File: config.mk
export PLATFORM = sky130hd
export DESIGN_NAME = des_sbox_bank
export DESIGN_NICKNAME = d
export VERILOG_FILES = /design/src/rtl/des_sbox_bank.sv
export SDC_FILE = /design/constraint.sdc
export NUM_CORES = 2
export LEC_CHECK = 0
export CAP_MARGIN = 20
export CORE_AREA = 2 2 435 437
export CTS_CLUSTER_DIAMETER = 60
export DETAILED_ROUTE_END_ITERATION = 16
export DIE_AREA = 0 0 437 439
export HOLD_SLACK_MARGIN = 0.03
export SLEW_MARGIN = 30
export SYNTH_ARGS = -nofsm -noshare
export SYNTH_HDL_FRONTEND = slang
export SYNTH_SLANG_ARGS = --single-unit
File: constraint.sdc
create_clock -name clk -period 2.15 [get_ports clk]
set_input_delay 0.43 -clock clk [delete_from_list [all_inputs] [get_ports clk]]
set_output_delay 0.43 -clock clk [all_outputs]
set_load 0.02 [all_outputs]
File: src/rtl/des_sbox_bank.sv
// Bank of runtime-loadable DES S-boxes: register-file tables, a write/load counter,
// and one registered valid/ready output stage (48 -> 32 bits per lookup).
module des_sbox_bank #(
    parameter int NUM_BOX = 8,
    parameter int BOX_IN  = 6,
    parameter int BOX_OUT = 4
) (
    input  logic                         clk,
    input  logic                         rst_n,
    input  logic                         wr_en,
    input  logic [2:0]                   wr_box,
    input  logic [BOX_IN-1:0]            wr_addr,
    input  logic [BOX_OUT-1:0]           wr_data,
    output logic                         loaded,
    input  logic                         in_valid,
    output logic                         in_ready,
    input  logic [1:NUM_BOX*BOX_IN]      in_data,
    output logic                         out_valid,
    input  logic                         out_ready,
    output logic [1:NUM_BOX*BOX_OUT]     out_data
);

    localparam int DEPTH = 2 ** BOX_IN;
    localparam int TOTAL = NUM_BOX * DEPTH;
    localparam int CNT_W = $clog2(TOTAL + 1);
    localparam logic [CNT_W-1:0] CNT_LAST = CNT_W'(TOTAL - 1);
    localparam logic [3:0] NUM_BOX_W = 4'(NUM_BOX);

    logic [CNT_W-1:0]            load_cnt_q, load_cnt_d;
    logic                        loaded_q, loaded_d;
    logic                        out_valid_q, out_valid_d;
    logic [1:NUM_BOX*BOX_OUT]    out_data_q, out_data_d;
    logic [1:NUM_BOX*BOX_OUT]    rd_all;
    logic                        wr_valid;
    logic                        accept;

    assign wr_valid = wr_en && ({1'b0, wr_box} < NUM_BOX_W);
    assign in_ready = loaded_q & (~out_valid_q | out_ready);
    assign accept   = in_valid & in_ready;

    genvar gi;
    generate
        for (gi = 0; gi < NUM_BOX; gi++) begin : g_box
            logic [BOX_OUT-1:0] mem_q [DEPTH];
            logic [1:BOX_IN]    a;
            logic [BOX_IN-1:0]  idx;

            // Table contents are deliberately left unreset; the host reloads them.
            always_ff @(posedge clk) begin
                if (wr_en && (wr_box == 3'(gi))) begin
                    mem_q[wr_addr] <= wr_data;
                end
            end

            // Outer bits pick the row, inner bits the column: index = row*16 + col.
            assign a   = in_data[gi*BOX_IN+1 +: BOX_IN];
            assign idx = {a[1], a[BOX_IN], a[2:BOX_IN-1]};
            assign rd_all[gi*BOX_OUT+1 +: BOX_OUT] = mem_q[idx];
        end
    endgenerate

    always_comb begin
        load_cnt_d  = load_cnt_q;
        loaded_d    = loaded_q;
        out_valid_d = out_valid_q;
        out_data_d  = out_data_q;

        if (wr_valid && !loaded_q) begin
            load_cnt_d = load_cnt_q + CNT_W'(1);
            if (load_cnt_q == CNT_LAST) begin
                loaded_d = 1'b1;
            end
        end

        // A same-edge table write lands after this read, so lookups see the old entry.
        if (accept) begin
            out_valid_d = 1'b1;
            out_data_d  = rd_all;
        end else if (out_ready) begin
            out_valid_d = 1'b0;
        end
    end

    always_ff @(posedge clk or negedge rst_n) begin
        if (!rst_n) begin
            load_cnt_q  <= '0;
            loaded_q    <= 1'b0;
            out_valid_q <= 1'b0;
            out_data_q  <= '0;
        end else begin
            load_cnt_q  <= load_cnt_d;
            loaded_q    <= loaded_d;
            out_valid_q <= out_valid_d;
            out_data_q  <= out_data_d;
        end
    end

    assign loaded    = loaded_q;
    assign out_valid = out_valid_q;
    assign out_data  = out_data_q;

endmodule

==> flow_metrics.tcl <==
set metrics [dict create \
    cts_tree "yes" \
    post-route-min-period_ns 2.13 \
    crit_slowest_cell "dfrtp_1" \
    critPathCaptureType "output port" \
    setup_viol 0 \
    initial_core_util 0.448 \
    cp.arrival_ns 1.70 \
    wl_um 225000 \
    slowest_delay_ns 0.37 \
    grt_max_degree 103 \
    synth_edf_count 2048 \
    p_leak_nw 36.2 \
    worst_slack_ns 0.0229 \
    drt_iter0_markers 4580 \
    hp-class "in -> reg" \
    routedWlPerCell_um 26.4 \
    postSynthCellCount 4790 \
    hold_viol_final 0 \
    path_class "reg -> out" \
    fin_nets 5906 \
    crit_chain "nand2b_1 -> buf_4 -> and2_4 -> buf_6" \
    synth.distinct_cells 37 \
    cp_max_fo 2 \
    hpwl_um 153000 \
    coreArea_um2 187000 \
    grt_setup_unrepaired "true" \
    synth_area_um2 83700 \
    syn_area_per_cell_um2 17.5 \
    die_area_um2 192000 \
    peakVddDrop_mv 0.640 \
    slew_headroom 0.513 \
    drt_first_pass_iters 6 \
    cts_root_buffer "clkbuf_16" \
    clkTransAtPathRegs_ns 0.06 \
    final_cells 8518 \
    yosysWarnings 0 \
    clock_skew_ns 0.0403 \
    fmax_ghz 0.470 \
    cp_top_family "flip-flops" \
    htreeDepth 4 \
    cts_sinks 2092 \
    finalPower_mw 86.5 \
    finalSetupTns_ns 0 \
    pre_cts_slack_ns -0.544 \
    port_buffers 100 \
    post-route-util 0.552 \
    power_density_nw_per_um2 838 \
    r2r-end "out_data[7]$_DFFE_PN0P_" \
    reg2reg_from "out_valid$_DFFE_PN0P_" \
    cts_buffers 210 \
    cts_buffer_depth 3 \
    cp_num_buf_inv 2 \
    hold_path_end "g_box[5].mem_q[7][1]$_DFFE_PP_" \
    synth_fp_nets 4857 \
    run_status "completed" \
    reg2reg_depth 7 \
    die_y_um 439 \
    dieWidth_um 437 \
    min_path_cells 1 \
    via_count 47102 \
    dpl.cell_count 8117 \
    ys_ff_latch 2092 \
    ios 101 \
    grtUsageTotal 0.234 \
    clkLatencyLatePin_ns 0.85 \
    filler_cell_count 14689 \
    grt_antenna_before_repair 11 \
    synthArstFlopShare 0.0210 \
    drv_cap 0 \
    startpoint_type "register" \
    grt_pass1_wl_um 326000 \
    final_cell_mix "2048 x edfxtp_1, 872 x buf_4, 558 x nor2_1, 544 x mux2i_1, 258 x nand2_1" \
    ys_seq_area_frac 0.748 \
    grt_overflow 0 \
    finalMaxSlewViolations 0 \
    cp.required_ns 1.72 \
    min_from "wr_data[1]" \
    finalCritPeriodShare 0.989 \
    grt_pass1_vias 48078 \
    rows 159 \
    final_common_cell "edfxtp_1" \
    ant_nets 0 \
    place.gp.congestion 0.873 \
    via_per_inst 5.53 \
    drive_gt1_frac 0.267 \
    synthFlopType "edfxtp_1" \
    drc 0 \
    area_delta_synth_final_pct 23.2 \
    tightest_slew_ns 0.731 \
    r2r_slack_ns 0.20 \
]
==> layer usage <==
layer  vias to the layer above  global-route usage  share of wire
li1                      21013                   -              -
met1                     24155               0.314           0.41
met2                      1589               0.380           0.48
met3                       345              0.0440          0.068
met4                         0              0.0889          0.039
met5                         -                   0              0
==> cell type report <==
type | instances | area (um2) | area share
diodes | 7 | 17.5 | 0.000170
clock buffers | 257 | 5500 | 0.0533
clock inverters | 132 | 1540 | 0.0149
inverters | 1 | 3.75 | 0.0000364
multi-input cells | 2398 | 19600 | 0.190
flip-flops and latches | 2092 | 62600 | 0.607
well taps | 2495 | 3120 | 0.0303
repair buffers | 1136 | 10800 | 0.105
==> Yosys cell counts (13+ instances only) <==
library cell / count / area share
nand3_1: 84 / 0.0050
a21oi_1: 48 / 0.0029
o211ai_1: 48 / 0.0043
and2_1: 25 / 0.0019
buf_4: 72 / 0.0065
a211oi_1: 32 / 0.0029
nor2_1: 558 / 0.025
o21ai_0: 84 / 0.0050
nor2b_1: 52 / 0.0039
clkbuf_1: 146 / 0.0065
mux2i_1: 544 / 0.065
mux4_1: 35 / 0.011
a22oi_1: 224 / 0.020
nand4_1: 42 / 0.0031
mux4_2: 221 / 0.059
nor3_1: 34 / 0.0020
dfrtp_1: 44 / 0.013
or4_1: 32 / 0.0029
buf_6: 13 / 0.0017
edfxtp_1: 2048 / 0.73
buf_2: 64 / 0.0038
nand2_1: 262 / 0.012
nand3b_1: 16 / 0.0014
==> logic make-up after synthesis <==
logic type,synth area share
compound gates,0.0363
xor+xnor,0.000941
fa+ha+maj,0.000149
buf+inv,0.0193
flops,0.748
mux,0.136
simple gates,0.0600
==> sequential cells by signal, summed over array words and instances, names as in the netlist <==
| name | flops |
|---|---|
| loaded | 1 |
| out_valid | 1 |
| out_data | 32 |
| g_box.mem_q | 2048 |
| load_cnt_q | 10 |
==> worst max-delay path by stage <==
stage | endpoint | depth (start not counted) | startpoint
floorplan | g_box[1].mem_q[3][0]$_DFFE_PP_ | 4 | wr_addr[3]
global placement | g_box[0].mem_q[14][2]$_DFFE_PP_ | 8 | wr_addr[0]
detailed placement | g_box[0].mem_q[14][1]$_DFFE_PP_ | 8 | wr_addr[2]
CTS | in_ready | 4 | out_valid$_DFFE_PN0P_
global route | in_ready | 4 | out_valid$_DFFE_PN0P_
finish | in_ready | 4 | out_valid$_DFFE_PN0P_
==> where the power goes <==
group | internal [mW] | switching (mW)
Clock | 21.2 | 15.6
Combinational | 1.96 | 2.73
Sequential | 44.8 | 0.0668
==> what timing repair did <==
item,4_1_cts,5_1_grt
hold buffers,4,0
gates resized for setup,41,1
hold endpoints to repair,80,0
buffers inserted,0,1
endpoints found under the setup margin,35,2
==> per-stage QoR <==
stage          area, um2  hold slack [ns]
2_1_floorplan      83700            0.134
3_3_place_gp       96100            0.282
3_5_place_dp       96100            0.285
4_1_cts           103000           0.0490
5_1_grt           103000           0.0536
6_report          103000           0.0993
Note: power is estimated with default switching activity, not from simulation.
